**src/rtl/mc_control_if.sv**
```systemverilog
// Handshake/bus bundle between the instruction register, memory and the multicycle controller.
// master = controller side (drives datapath selects), slave = datapath/IR side.
interface mc_control_if #(
    parameter int ALUCTRL_W = 3
);
    logic [1:0]           Op;
    logic [5:0]           Funct;
    logic [3:0]           Rd;
    logic                 mem_ready;

    logic                 IRWrite;
    logic                 NextPC;
    logic                 Branch;
    logic                 PCS;
    logic                 RegW;
    logic                 MemW;
    logic                 AdrSrc;
    logic                 ALUSrcA;
    logic [1:0]           ALUSrcB;
    logic [1:0]           ResultSrc;
    logic [1:0]           ImmSrc;
    logic [1:0]           RegSrc;
    logic [ALUCTRL_W-1:0] ALUControl;
    logic [1:0]           FlagW;
    logic                 illegal;

    modport master (
        input  Op, Funct, Rd, mem_ready,
        output IRWrite, NextPC, Branch, PCS, RegW, MemW, AdrSrc, ALUSrcA,
               ALUSrcB, ResultSrc, ImmSrc, RegSrc, ALUControl, FlagW, illegal
    );

    modport slave (
        output Op, Funct, Rd, mem_ready,
        input  IRWrite, NextPC, Branch, PCS, RegW, MemW, AdrSrc, ALUSrcA,
               ALUSrcB, ResultSrc, ImmSrc, RegSrc, ALUControl, FlagW, illegal
    );
endinterface

```
**src/rtl/mc_control_fsm.sv**
```systemverilog
// Multicycle ARM controller: FETCH/DECODE/EXEC/MEM/WB sequencing plus ALU decode; MC_CONTROL_ILLEGAL_TRAP_EN selects trap-on-illegal.
// Latency: DP 4, LDR 5, STR 4, B 3 cycles with zero wait states; outputs are combinational from state and IR fields.
// Backpressure: FETCH, MEMRD and MEMWR hold until mem_ready; each stall cycle adds one cycle.
module mc_control_fsm #(
    parameter int ALUCTRL_W = 3,
    parameter int ALU_ADD   = 0
) (
    input  logic         clk,
    input  logic         reset,
    mc_control_if.master bus
);

    localparam logic [3:0] S_FETCH  = 4'd0;
    localparam logic [3:0] S_DECODE = 4'd1;
    localparam logic [3:0] S_EXECR  = 4'd2;
    localparam logic [3:0] S_EXECI  = 4'd3;
    localparam logic [3:0] S_ALUWB  = 4'd4;
    localparam logic [3:0] S_MEMADR = 4'd5;
    localparam logic [3:0] S_MEMRD  = 4'd6;
    localparam logic [3:0] S_MEMWB  = 4'd7;
    localparam logic [3:0] S_MEMWR  = 4'd8;
    localparam logic [3:0] S_BRANCH = 4'd9;
    localparam logic [3:0] S_TRAP   = 4'd10;

    localparam bit EXT_OPS = (ALUCTRL_W >= 3);

    localparam logic [ALUCTRL_W-1:0] ALU_ADD_C = ALUCTRL_W'(ALU_ADD);
    localparam logic [ALUCTRL_W-1:0] ALU_SUB_C = ALUCTRL_W'(ALU_ADD + 1);
    localparam logic [ALUCTRL_W-1:0] ALU_AND_C = ALUCTRL_W'(ALU_ADD + 2);
    localparam logic [ALUCTRL_W-1:0] ALU_ORR_C = ALUCTRL_W'(ALU_ADD + 3);
    localparam logic [ALUCTRL_W-1:0] ALU_EOR_C = ALUCTRL_W'(ALU_ADD + 4);

    logic [3:0]           state;
    logic [3:0]           state_nxt;
    logic [ALUCTRL_W-1:0] alu_op;
    logic [1:0]           alu_flagw;
    logic                 funct_ok;
    logic                 no_write;
    logic                 is_addsub;
    logic                 unsupported;

    // ALU decode is computed from the held IR fields every cycle and only
    // exposed in the EXEC states; NoWrite is also needed later in ALUWB.
    always_comb begin
        alu_op    = ALU_ADD_C;
        funct_ok  = 1'b1;
        no_write  = 1'b0;
        is_addsub = 1'b0;
        case (bus.Funct[4:1])
            4'b0100: begin
                alu_op    = ALU_ADD_C;
                is_addsub = 1'b1;
            end
            4'b0010: begin
                alu_op    = ALU_SUB_C;
                is_addsub = 1'b1;
            end
            4'b0000: alu_op = ALU_AND_C;
            4'b1100: alu_op = ALU_ORR_C;
            4'b0001: begin
                if (EXT_OPS) alu_op = ALU_EOR_C;
                else         funct_ok = 1'b0;
            end
            4'b1010: begin
                if (EXT_OPS) begin
                    alu_op    = ALU_SUB_C;
                    is_addsub = 1'b1;
                    no_write  = 1'b1;
                end else begin
                    funct_ok = 1'b0;
                end
            end
            default: funct_ok = 1'b0;
        endcase
        alu_flagw = no_write ? 2'b11 : {bus.Funct[0], bus.Funct[0] & is_addsub};
    end

    assign unsupported = (bus.Op == 2'b11) || ((bus.Op == 2'b00) && !funct_ok);

    always_comb begin
        state_nxt = state;
        case (state)
            S_FETCH:  if (bus.mem_ready) state_nxt = S_DECODE;
            S_DECODE: begin
                if (unsupported) begin
`ifdef MC_CONTROL_ILLEGAL_TRAP_EN
                    state_nxt = S_TRAP;
`else
                    state_nxt = S_FETCH;
`endif
                end else begin
                    case (bus.Op)
                        2'b00:   state_nxt = bus.Funct[5] ? S_EXECI : S_EXECR;
                        2'b01:   state_nxt = S_MEMADR;
                        2'b10:   state_nxt = S_BRANCH;
                        default: state_nxt = S_FETCH;
                    endcase
                end
            end
            S_EXECR:  state_nxt = S_ALUWB;
            S_EXECI:  state_nxt = S_ALUWB;
            S_ALUWB:  state_nxt = S_FETCH;
            S_MEMADR: state_nxt = bus.Funct[0] ? S_MEMRD : S_MEMWR;
            S_MEMRD:  if (bus.mem_ready) state_nxt = S_MEMWB;
            S_MEMWB:  state_nxt = S_FETCH;
            S_MEMWR:  if (bus.mem_ready) state_nxt = S_FETCH;
            S_BRANCH: state_nxt = S_FETCH;
`ifdef MC_CONTROL_ILLEGAL_TRAP_EN
            S_TRAP:   state_nxt = S_TRAP;
`endif
            default:  state_nxt = S_FETCH;
        endcase
    end

    always_ff @(posedge clk) begin
        if (reset) state <= S_FETCH;
        else       state <= state_nxt;
    end

    always_comb begin
        bus.IRWrite    = 1'b0;
        bus.NextPC     = 1'b0;
        bus.Branch     = 1'b0;
        bus.PCS        = 1'b0;
        bus.RegW       = 1'b0;
        bus.MemW       = 1'b0;
        bus.AdrSrc     = 1'b0;
        bus.ALUSrcA    = 1'b0;
        bus.ALUSrcB    = 2'b00;
        bus.ResultSrc  = 2'b00;
        bus.ALUControl = ALU_ADD_C;
        bus.FlagW      = 2'b00;
        bus.illegal    = 1'b0;
        bus.ImmSrc     = bus.Op;
        bus.RegSrc     = {(bus.Op == 2'b01) && !bus.Funct[0], bus.Op == 2'b10};
        case (state)
            S_FETCH: begin
                bus.ALUSrcA   = 1'b1;
                bus.ALUSrcB   = 2'b10;
                bus.ResultSrc = 2'b10;
                bus.IRWrite   = bus.mem_ready;
                bus.NextPC    = bus.mem_ready;
            end
            S_DECODE: begin
                bus.ALUSrcA   = 1'b1;
                bus.ALUSrcB   = 2'b10;
                bus.ResultSrc = 2'b10;
                bus.illegal   = unsupported;
            end
            S_EXECR: begin
                bus.ALUControl = alu_op;
                bus.FlagW      = alu_flagw;
            end
            S_EXECI: begin
                bus.ALUSrcB    = 2'b01;
                bus.ALUControl = alu_op;
                bus.FlagW      = alu_flagw;
            end
            S_ALUWB: begin
                bus.RegW = !no_write;
                bus.PCS  = (bus.Rd == 4'd15) && !no_write;
            end
            S_MEMADR: bus.ALUSrcB = 2'b01;
            S_MEMRD:  bus.AdrSrc  = 1'b1;
            S_MEMWB: begin
                bus.ResultSrc = 2'b01;
                bus.RegW      = 1'b1;
                bus.PCS       = (bus.Rd == 4'd15);
            end
            S_MEMWR: begin
                bus.AdrSrc = 1'b1;
                bus.MemW   = 1'b1;
            end
            S_BRANCH: begin
                bus.ALUSrcB   = 2'b01;
                bus.ResultSrc = 2'b10;
                bus.Branch    = 1'b1;
                bus.PCS       = 1'b1;
            end
            S_TRAP:   bus.illegal = 1'b1;
            default:  bus.illegal = 1'b0;
        endcase
    end

endmodule
```
**src/flat_wrapper.sv**
```systemverilog
// flat-port wrapper written by rule: the top's interface ports become plain ports
module mc_control_fsm_flat 
#(
    parameter int ALUCTRL_W = 3,
    parameter int ALU_ADD   = 0
)
  (clk, reset, bus_Op, bus_Funct, bus_Rd, bus_mem_ready, bus_IRWrite, bus_NextPC, bus_Branch, bus_PCS, bus_RegW, bus_MemW, bus_AdrSrc, bus_ALUSrcA, bus_ALUSrcB, bus_ResultSrc, bus_ImmSrc, bus_RegSrc, bus_ALUControl, bus_FlagW, bus_illegal);
  mc_control_if #(.ALUCTRL_W(ALUCTRL_W)) bus_i ();
  input  logic clk;
  input  logic reset;
  input wire logic [$bits(bus_i.Op)-1:0] bus_Op;
  input wire logic [$bits(bus_i.Funct)-1:0] bus_Funct;
  input wire logic [$bits(bus_i.Rd)-1:0] bus_Rd;
  input wire logic [$bits(bus_i.mem_ready)-1:0] bus_mem_ready;
  output wire logic [$bits(bus_i.IRWrite)-1:0] bus_IRWrite;
  output wire logic [$bits(bus_i.NextPC)-1:0] bus_NextPC;
  output wire logic [$bits(bus_i.Branch)-1:0] bus_Branch;
  output wire logic [$bits(bus_i.PCS)-1:0] bus_PCS;
  output wire logic [$bits(bus_i.RegW)-1:0] bus_RegW;
  output wire logic [$bits(bus_i.MemW)-1:0] bus_MemW;
  output wire logic [$bits(bus_i.AdrSrc)-1:0] bus_AdrSrc;
  output wire logic [$bits(bus_i.ALUSrcA)-1:0] bus_ALUSrcA;
  output wire logic [$bits(bus_i.ALUSrcB)-1:0] bus_ALUSrcB;
  output wire logic [$bits(bus_i.ResultSrc)-1:0] bus_ResultSrc;
  output wire logic [$bits(bus_i.ImmSrc)-1:0] bus_ImmSrc;
  output wire logic [$bits(bus_i.RegSrc)-1:0] bus_RegSrc;
  output wire logic [$bits(bus_i.ALUControl)-1:0] bus_ALUControl;
  output wire logic [$bits(bus_i.FlagW)-1:0] bus_FlagW;
  output wire logic [$bits(bus_i.illegal)-1:0] bus_illegal;
  assign bus_i.Op = bus_Op;
  assign bus_i.Funct = bus_Funct;
  assign bus_i.Rd = bus_Rd;
  assign bus_i.mem_ready = bus_mem_ready;
  assign bus_IRWrite = bus_i.IRWrite;
  assign bus_NextPC = bus_i.NextPC;
  assign bus_Branch = bus_i.Branch;
  assign bus_PCS = bus_i.PCS;
  assign bus_RegW = bus_i.RegW;
  assign bus_MemW = bus_i.MemW;
  assign bus_AdrSrc = bus_i.AdrSrc;
  assign bus_ALUSrcA = bus_i.ALUSrcA;
  assign bus_ALUSrcB = bus_i.ALUSrcB;
  assign bus_ResultSrc = bus_i.ResultSrc;
  assign bus_ImmSrc = bus_i.ImmSrc;
  assign bus_RegSrc = bus_i.RegSrc;
  assign bus_ALUControl = bus_i.ALUControl;
  assign bus_FlagW = bus_i.FlagW;
  assign bus_illegal = bus_i.illegal;
  mc_control_fsm #(.ALUCTRL_W(ALUCTRL_W), .ALU_ADD(ALU_ADD)) u_core (.clk(clk), .reset(reset), .bus(bus_i));
endmodule
```
**config.mk**
```make
export PLATFORM = sky130hd
export DESIGN_NAME = mc_control_fsm_flat
export DESIGN_NICKNAME = d
export VERILOG_FILES = /design/src/rtl/mc_control_if.sv /design/src/rtl/mc_control_fsm.sv /design/src/flat_wrapper.sv
export SDC_FILE = /design/constraint.sdc
export NUM_CORES = 1
export LEC_CHECK = 0
export ABC_AREA = 1
export ABC_CLOCK_PERIOD_IN_PS = 1250
export CAP_MARGIN = 20
export CORE_MARGIN = 2
export CORE_UTILIZATION = 37
export DETAILED_ROUTE_END_ITERATION = 10
export PLACE_DENSITY = 0.79
export SLEW_MARGIN = 20
export SYNTH_ARGS = -nofsm -noshare
export SYNTH_HDL_FRONTEND = slang
export SYNTH_SLANG_ARGS = --single-unit
```
**constraint.sdc**
```tcl
create_clock -name clk -period 1.25 [get_ports clk]
set_input_delay 0.125 -clock clk [delete_from_list [all_inputs] [get_ports clk]]
set_output_delay 0.125 -clock clk [all_outputs]
set_load 0.005 [all_outputs]
```
Yosys cells after proc, flatten, opt, wreduce, memory -nomap -nowiden
Index checks and enable logic that the tools add are counted.
Widths: inputs -> output; s select.
{"block": "word_totals", "regBits": 4, "inputBits": 15, "out_inout_bits": 22}
{"block": "classes", "eq_ne": 22, "muxes": 25, "reduce_logical": 19, "bitwise": 1}
{"operator": "$eq 4x4->1 const B", "count": 6}
{"operator": "$pmux 4 s6", "count": 1}
{"operator": "$eq 4x3->1 const B", "count": 5}
{"operator": "$mux 4", "count": 5}
{"operator": "$eq 4x2->1 const B", "count": 3}
{"operator": "$pmux 3 s4", "count": 1}
{"operator": "$pmux 4 s3", "count": 1}
{"operator": "$mux 1", "count": 9}
{"operator": "$reduce_or 3->1", "count": 3}
{"operator": "$eq 4x1->1 const B", "count": 2}
{"operator": "$logic_not 4->1", "count": 2}
{"operator": "$pmux 2 s2", "count": 2}
{"operator": "$reduce_or 2->1", "count": 4}
{"operator": "$ne 2x2->1 const B", "count": 3}
{"operator": "$reduce_or 6->1", "count": 1}
{"operator": "$eq 2x2->1 const B", "count": 2}
{"operator": "$mux 2", "count": 2}
{"operator": "$pmux 1 s2", "count": 2}
{"operator": "$logic_and 1x1->1", "count": 3}
{"operator": "$logic_not 1->1", "count": 3}
{"operator": "$mux 3", "count": 1}
{"operator": "$pmux 1 s3", "count": 1}
{"operator": "$reduce_and 3->1", "count": 1}
{"operator": "$eq 2x1->1 const B", "count": 1}
{"operator": "3 further kinds", "count": 3}

Depth between registers and ports, before layout
Gate-level depths: netlist (run 1).
{"block": "depth", "ltp_word": 8, "mapped_depth": 10, "mapped_depth_nobuf": 10}

Least setup slack after synthesis (run 1)
No wires, ideal clock.
{"block": "synth_path", "path_kind": "reg2out", "from": "register u_core.state[3]", "to": "output bus_NextPC", "arrival_time_ns": 0.972, "path_stages_with_launch": 5, "t_required_ns": 1.125, "setup_slack_ns": 0.153, "cell_sequence": "dfxtp_1 -> nor2_4 -> inv_4 -> nor3_1 -> buf_4"}
{"block": "synth_via", "elab_chain_len": 2}
{"item": "start: declaration", "line": "mc_control_fsm.sv:33", "rtl": "logic [3:0] state;"}
{"item": "start signal: assignment", "line": "mc_control_fsm.sv:117", "rtl": "else state <= state_nxt;"}
{"item": "$logic_not 4->1"}
{"item": "$mux 1"}
{"item": "end: declaration", "line": "flat_wrapper.sv:16", "rtl": "output wire logic [$bits(bus_i.NextPC)-1:0] bus_NextPC;"}
Every way passes these cells.

Final worst setup path (run 1)
{"block": "layout_path", "from": "input bus_Funct[3]", "to": "output bus_illegal"}
{"block": "layout_via", "elab_chain_len": 7, "elab_cells_between_ends": 12, "cone_classes": "eq/ne (5); mux (2); reduce/logical (5)"}
{"item": "start: declaration", "line": "flat_wrapper.sv:12", "rtl": "input wire logic [$bits(bus_i.Funct)-1:0] bus_Funct;"}
{"item": "$eq 4x4->1 (tied with other cells)", "line": "mc_control_fsm.sv:49", "rtl": "case (bus.Funct[4:1])"}
{"item": "$reduce_or 6->1 (no line) *"}
{"item": "$mux 1 *"}
{"item": "$logic_not 1->1 *", "line": "mc_control_fsm.sv:78", "rtl": "assign unsupported = (bus.Op == 2'b11) || ((bus.Op == 2'b00) && !funct_ok);"}
{"item": "$logic_and 1x1->1 *", "line": "mc_control_fsm.sv:78"}
{"item": "$logic_or 1x1->1 *", "line": "mc_control_fsm.sv:78"}
{"item": "$pmux 1 s2 *", "line": "mc_control_fsm.sv:136", "rtl": "case (state)"}
{"item": "end: declaration", "line": "flat_wrapper.sv:29", "rtl": "output wire logic [$bits(bus_i.illegal)-1:0] bus_illegal;"}
Every way passes the cells marked *; elsewhere a longest branch is shown, timed or not.

==> results of run 1 <==
[per-stage QoR]
step	utilization, %	total power, mW	instances	cell area, sq um
3_3_place_gp	78.3	0.506	184	1220
6_report	97.3	0.863	207	1520
2_1_floorplan	-	0.304	104	629
3_5_place_dp	78.3	0.518	184	1220
5_1_grt	97.3	0.897	207	1520
4_1_cts	90.2	0.729	202	1410
[power groups by stage]
stage               registers [mW]  logic [mW]  clock network [mW]
finish                       0.152       0.531               0.179
global route                 0.151       0.557               0.189
CTS                          0.148       0.421               0.161
detailed placement           0.151       0.367                   0
global placement             0.150       0.356                   0
floorplan                    0.150       0.154                   0
[metal layers]
layer	vias up	track usage (%)	share of wire, %	routed length, um
met5	-	0	0	0
li1	497	-	-	-
met4	0	14.1	11	523
met2	134	65.1	44	2070
met3	60	4.80	11	500
met1	565	40.8	34	1610
[cells in the final DEF, fill, tap and decap left out, drive strengths merged, types with 4 or more instances in the layout]
cell type,n
dlygate4sd2,5
a21oi,6
nand3,4
nor2,20
nand2,20
clkbuf,5
ha,5
buf,69
inv,26
clkdlybuf4s50,10
o21ai,5
dfxtp,4
[what timing repair did]
action | 4_1_cts | 5_1_grt
hold endpoints to repair | 0 | 0
pin swaps | 22 | 7
setup endpoints to repair | 26 | 23
buffers inserted | 16 | 5
resized for setup | 128 | 26
[critical path, stage by stage]
cell and delay (ns):
dlygate4sd2_1 0.34, inv_1 0.11, nand3_1 0.17, nand2_1 0.08, nor2_1 0.13, nand2_1 0.14, nand2_1 0.13, o2bb2ai_2 0.13
buf_2 0.14
[cell families (layout without fill, tap and decap cells)]
kind of cell / Yosys count / in the layout / synth area share, %
flip-flops: 4 / 4 / 12.7
AO/OA/AOI/OAI: 16 / 16 / 15.7
adder cells (fa/ha/maj): 5 / 5 / 9.94
AND/OR/NAND/NOR: 50 / 50 / 42.1
buffers and inverters: 29 / 116 / 19.5
[final timing paths]
| kind | to | slack (ns) | cells after the start |
|---|---|---|---|
| worst max-delay path | bus_illegal | -0.39 | 9 |
| worst min-delay path | u_core.state[1] | 0.56 | 2 |
| worst max register to register | u_core.state[0] | -0.25 | 12 |
| worst min register to register | u_core.state[0] | 0.80 | 4 |
[area by class of cell]
cell class	instances	area share (%)
clock buffer	3	1.49
inverter	26	7.26
multi-input combinational	71	37.9
sequential	4	6.11
tap	16	1.32
timing repair buffer	87	46.0
==> metrics.yaml, run 1 <==
clocking:
  cts_tree: "yes"
  worst_skew_pair.late_latency_ns: 0.25
  clock_sinks: 4
  root_buffer: "clkbuf_4"
  holdBufCountCts: 0
  clockBufferDepth: 2
  htreeDepth: 1
  cts-buffers-inserted: 3
  clk_pin_slew_ns: 0.04
critical_path:
  crit_type: "in -> out"
  critPathLaunchType: "primary input"
  regToRegStartpoint: "u_core.state[2]"
  startpoint: "bus_Funct[3]"
  arrival_ns: 1.52
  crit_path_end_kind: "output pin"
  crit_required_ns: 1.12
  worstPathMaxFanout: 5
power_and_ir_drop:
  power.leakage_nw: 0.777
  swShare_pct: 42.0
  power.density_nw_per_um2: 569
  seq_power_share_pct: 17.7
  pwr-share-clk_pct: 20.7
  switching_power_mw: 0.362
  internal-power_mw: 0.500
  power_frac_comb_pct: 61.6
  vdd_drop_max_v: 0.000669
synthesis:
  synth_most_common_cell: "inv_1"
  synth_area_per_cell_sq_um: 6.05
  synthesis.nets: 124
  ys_seq_elements: 4
  syn_area_sq_um: 629
  netlist_top_cells_area: "inv_1 13%, dfxtp_1 13%, nand2_1 11%, ha_1 9.9%, nor2_1 6.6%"
  synth_top_area_share_pct: 13.1
  yosysTopAreaCell: "inv_1"
  synth_cells: 104
  seq_area_frac_synth_pct: 12.7
  ys_async_sr_fraction_pct: 0
  synth_commonest_cells: "22 x inv_1, 18 x nand2_1, 11 x nor2_1"
  synth_ff_type: "dfxtp_1"
  synth_warnings: 0
  yosysUniqueCellTypes: 24
  synth_edf_count: 0
global_routing:
  track_usage_pct: 35.5
  grt_pass1_vias: 1073
  grt_first_pass_wirelength_mm: 5.15
  grt_max_degree: 7
  gr-total-overflow: 0
  antenna_found_initial: 0
layout:
  registers.top_by_ff_count: "u_core.state"
  fillers: 26
  multiInputGateArea_sq_um: 574
  ff_latch_area_sq_um: 92.6
  antennaDiodeCount: 0
  nNetsFinal: 213
  area_delta_synth_final_pct: 141
  top_regs: "u_core.state x4"
  drive_above_1_share_pct: 67.0
  largest_reg_flops: 4
sta:
  period_minus_slack_ns: 1.64
  min_period_over_period_pct: 132
  relSlewSlack_pct: 75.4
  hold_violations: 0
  worst_slack_ns: -0.395
  rsz0062_at_grt: "true"
  worst_pin_slew_ns: 0.366
  fmax_mhz: 608
  skew_ns: 0.00327
  finalSetupViolCount: 23
  slew_violations: 0
  final.setup.tns_ns: -4.03
  holdWs_ns: 0.561
die:
  die_x_um: 45.2
  io_pins: 37
  initial_core_util_pct: 40.4
  die-area_sq_um: 2050
  core-area_sq_um: 1560
  die-height_um: 45.2
  fp-row-count: 14
outcome:
  status: "complete, but fails checks"
  violations: "negative setup slack"
routing:
  ant_nets: 0
  via_per_inst: 6.07
  vias: 1256
  first_pass_iters: 4
  routed_wl_mm: 4.70
  wire_per_inst_um: 22.7
  drtIter0Drc: 92
  drc: 0
placed_design:
  dp_hpwl_mm: 1.76
  dp_slack_ns: -0.645
  globalplace.congestion: 0.829
  io_buffers: 36
min_path:
  hold_class: "in -> reg"
  min-delay-start: "reset"
job:
  drv_cap: 0
(Power assumes the default switching activity.)
==> run 2: changes to the inputs <==
RECOVER_POWER = 50   (was unset)
==> metrics.yaml, run 2 (synthesis results as in run 1) <==
outcome:
  status: "complete, but fails checks"
  violations: "negative setup slack"
layout:
  drive_above_1_share_pct: 66.5
  layout_common_cells: "39 x buf_4, 15 x buf_2, 14 x inv_1, 14 x buf_6, 12 x nand2_1"
  largest_reg_flops: 4
  antennaDiodeCount: 0
  fillers: 28
  layout_commonest_cell: "buf_4"
  final_util_pct: 97.0
  area_delta_synth_final_pct: 140
  nNetsFinal: 213
  registers.top_by_ff_count: "u_core.state"
  top_regs: "u_core.state x4"
  fin_cells: 207
job:
  drv_cap: 0
min_path:
  hold_class: "in -> reg"
die:
  io_pins: 37
  die-area_sq_um: 2050
  die_x_um: 45.2
  die-height_um: 45.2
  core-area_sq_um: 1560
  initial_core_util_pct: 40.4
  fp-row-count: 14
clocking:
  htreeDepth: 1
  cts_tree: "yes"
  clk_pin_slew_ns: 0.04
  clockBufferDepth: 2
  worst_skew_pair.late_latency_ns: 0.25
  cts-buffers-inserted: 3
  root_buffer: "clkbuf_4"
  clock_sinks: 4
  holdBufCountCts: 0
global_routing:
  grt_first_pass_wirelength_mm: 5.15
  track_usage_pct: 35.5
  grt_max_degree: 7
  antenna_found_initial: 0
  gr-total-overflow: 0
  grt_pass1_vias: 1073
sta:
  slew_violations: 0
  relSlewSlack_pct: 72.9
  finalSetupViolCount: 23
  period_minus_slack_ns: 1.65
  fmax_mhz: 607
  min_period_over_period_pct: 132
  final.setup.tns_ns: -4.08
  rsz0062_at_grt: "true"
  hold_violations: 0
  skew_ns: 0.00407
  worst_slack_ns: -0.398
  worst_pin_slew_ns: 0.403
routing:
  drtIter0Drc: 91
  wire_per_inst_um: 22.7
  via_per_inst: 6.12
  ant_nets: 0
  vias: 1267
  drc: 0
  routed_wl_mm: 4.69
  first_pass_iters: 4
placed_design:
  dp_hpwl_mm: 1.76
  io_buffers: 36
  globalplace.congestion: 0.829
  dp.cells: 184
  dp_slack_ns: -0.645
critical_path:
  critPathLaunchType: "primary input"
  crit_path_end_kind: "output pin"
  crit_required_ns: 1.12
  crit_type: "in -> out"
  worstPathMaxFanout: 5
  arrival_ns: 1.52
power_and_ir_drop:
  vdd_drop_max_v: 0.000669
  power.leakage_nw: 0.773
  power.density_nw_per_um2: 571
[run 2: repair_timing]
action / in CTS / in global routing
pin swaps: 22 / 7
resized for setup: 128 / 26
buffers inserted: 16 / 5
setup endpoints to repair: 26 / 23
[run 2: final cells by class]
class                      instances  area [sq um]  area share, %
clock buffer                       3          22.5           1.49
inverter                          26           110           7.28
multi-input combinational         71           574           38.0
sequential                         4          92.6           6.12
tap                               16          20.0           1.32
timing repair buffer              87           693           45.8
[run 2: layer usage]
layer / wire (um) / vias to the layer above / GRT usage, %
li1: - / 496 / -
met1: 1560 / 559 / 40.8
met2: 2080 / 156 / 65.1
met3: 565 / 56 / 4.80
met4: 482 / 0 / 14.1
met5: 0 / - / 0
[run 2: final timing paths]
path | cells past startpoint | from | endpoint | slack, ns
max | 9 | bus_Funct[3] | bus_illegal | -0.40
min | 2 | reset | u_core.state[1] | 0.56
max reg2reg | 12 | u_core.state[2] | u_core.state[0] | -0.25
min reg2reg | 4 | u_core.state[2] | u_core.state[0] | 0.80
[run 2: metrics by stage]
step | hold WS (ns) | power [mW] | instance area (sq um)
5_1_grt | 0.581 | 0.896 | 1510
2_1_floorplan | 0.192 | 0.304 | 629
6_report | 0.561 | 0.863 | 1510
4_1_cts | 0.526 | 0.729 | 1410
3_5_place_dp | 0.722 | 0.518 | 1220
3_3_place_gp | 0.690 | 0.506 | 1220
[run 2: critical path: stages]
cell and delay [ns]:
dlygate4sd2_1 0.34, inv_1 0.12, nand3_1 0.17, nand2_1 0.08, nor2_1 0.13, nand2_1 0.14
nand2_1 0.13, o2bb2ai_2 0.13, buf_2 0.14
[run 2: power by group]
group / internal [mW] / switching, mW / total (mW)
Sequential: 0.133 / 0.0181 / 0.151
Combinational: 0.257 / 0.275 / 0.532
Clock: 0.109 / 0.0712 / 0.180
==> run 3: changes to the inputs <==
ABC_CLOCK_PERIOD_IN_PS = 1400   (was 1250)
CORE_UTILIZATION = 33   (was 37)
GPL_TIMING_DRIVEN = 0   (was unset)
PLACE_DENSITY = 0.75   (was 0.79)
clock period = 1.4 ns   (was 1.25 ns; I/O delays follow)
==> metrics.yaml, run 3 (synthesis results as in run 1) <==
global_routing:
  track_usage_pct: 21.2
  grtUsageMet3_pct: 2.64
  grt_max_degree: 6
  grt_first_pass_wirelength_mm: 3.48
  gr-total-overflow: 0
  use_met1_pct: 26.2
  grt_pass1_vias: 800
  met2_usage_pct: 37.3
  top_usage_layer: "met2"
  antenna_found_initial: 0
sta:
  rsz0062_at_grt: "true"
  hold_violations: 0
  worst_pin_slew_ns: 0.225
  finalSetupViolCount: 8
  period_minus_slack_ns: 1.52
  relSlewSlack_pct: 84.9
  holdWs_ns: 0.525
  slew_violations: 0
  fmax_mhz: 658
  skew_ns: 0.0130
  min_period_over_period_pct: 109
  worst_slack_ns: -0.120
critical_path:
  startpoint: "u_core.state[3]"
  arrival_ns: 1.38
  worstRegToRegCells: 11
  regToRegStartpoint: "u_core.state[3]"
  r2r-end: "u_core.state[0]"
  cp_slowest_cell: "dfxtp_4"
  slowest_delay_ns: 0.37
  critPathLaunchType: "flip-flop"
  path_cells: "nor2_4 -> nand2_4 -> buf_6 -> buf_6 -> nor3_4 -> buf_2"
  crit_required_ns: 1.26
  crit_type: "reg -> out"
  worstPathMaxFanout: 3
  endpoint: "bus_ALUControl[1]"
  cp_common_cell: "buf_6"
  crit_path_end_kind: "output pin"
  rrSetupSlack_ns: -0.03
routing:
  drtIter0Drc: 23
  via_per_inst: 4.80
  first_pass_iters: 4
  drc: 0
  wire_per_inst_um: 13.0
  ant_nets: 0
  routed_wl_mm: 2.47
  vias: 916
placed_design:
  globalplace.congestion: 0.837
  dp.cells: 165
  dp_slack_ns: -0.640
  dp_hpwl_mm: 1.38
  io_buffers: 36
clocking:
  cts_tree: "yes"
  clock_sinks: 4
  clockBufferDepth: 2
  root_buffer: "clkbuf_4"
  clk_pin_slew_ns: 0.05
  htreeDepth: 1
  holdBufCountCts: 0
  cts-buffers-inserted: 3
  worst_skew_pair.late_latency_ns: 0.25
power_and_ir_drop:
  switching_power_mw: 0.262
  power_frac_comb_pct: 56.2
  swShare_pct: 39.1
  vdd_drop_max_v: 0.000457
  pwr-share-clk_pct: 24.0
  power.leakage_nw: 0.647
  seq_power_share_pct: 19.8
  totalPowerFinal_mw: 0.669
  internal-power_mw: 0.408
  power.density_nw_per_um2: 515
die:
  initial_core_util_pct: 35.7
  die_x_um: 47.7
  io_pins: 37
  fp-row-count: 15
  die-area_sq_um: 2270
  die-height_um: 47.7
  core-area_sq_um: 1760
layout:
  largest_reg_flops: 4
  top_regs: "u_core.state x4"
  fin_cells: 191
  area_delta_synth_final_pct: 107
  fillers: 140
  registers.top_by_ff_count: "u_core.state"
  layout_common_cells: "19 x buf_4, 16 x inv_1, 14 x nand2_1"
  antennaDiodeCount: 0
  layout_commonest_cell: "buf_4"
  drive_above_1_share_pct: 54.2
  nNetsFinal: 188
min_path:
  hold_class: "in -> reg"
job:
  drv_cap: 0
outcome:
  status: "complete, but fails checks"
  violations: "negative setup slack"
run 3: critical path, delay by kind of cell, from the launching register on:
kind	cells	cell delay (ns)
buf+inv	3	0.37
flops	1	0.37
simple gates	3	0.37
run 3: power groups by stage:
stage / clock, mW / combinational [mW] / sequential [mW]
global placement: 0 / 0.256 / 0.136
CTS: 0.149 / 0.307 / 0.134
global route: 0.173 / 0.405 / 0.133
detailed placement: 0 / 0.260 / 0.136
finish: 0.160 / 0.376 / 0.132
floorplan: 0 / 0.138 / 0.134
run 3: repair_timing:
action,4_1_cts,5_1_grt
setup buffers,14,9
pin swaps,13,13
gates resized for setup,97,30
endpoints found under the setup margin,22,15
gates cloned,0,0
run 3: area by class of cell:
class | instances | area (sq um) | area share, %
inverters | 26 | 113 | 8.66
multi-input cells | 71 | 549 | 42.3
well taps | 25 | 31.3 | 2.41
repair buffers | 59 | 467 | 35.9
flip-flops and latches | 4 | 95.1 | 7.31
clock buffers | 3 | 22.5 | 1.73
plain buffers | 3 | 22.5 | 1.73
run 3: routing by layer:
metal	part of all wire [%]	vias to the layer above	wire (um)
li1	-	446	-
met1	39	426	968
met2	54	38	1350
met3	4.3	6	106
met4	2.1	0	51
met5	0	-	0
run 3: worst min path at each step:
stage                          startpoint              end  slack [ns]  cells past startpoint
after floorplan                     reset  u_core.state[0]        0.21                      1
after global placement    u_core.state[1]  u_core.state[2]        0.70                      2
after detailed placement  u_core.state[1]  u_core.state[2]        0.72                      2
after CTS                           reset  u_core.state[0]        0.53                      2
after global routing                reset  u_core.state[0]        0.52                      2
final                               reset  u_core.state[0]        0.52                      2
run 3: stage by stage:
stage	util (%)	instance area (sq um)	TNS, ns
2_1_floorplan	-	629	0
3_3_place_gp	57.9	1020	-4.79
3_5_place_dp	57.9	1020	-5.42
4_1_cts	67.0	1180	-0.279
5_1_grt	73.7	1300	-0.816
6_report	73.7	1300	-0.396
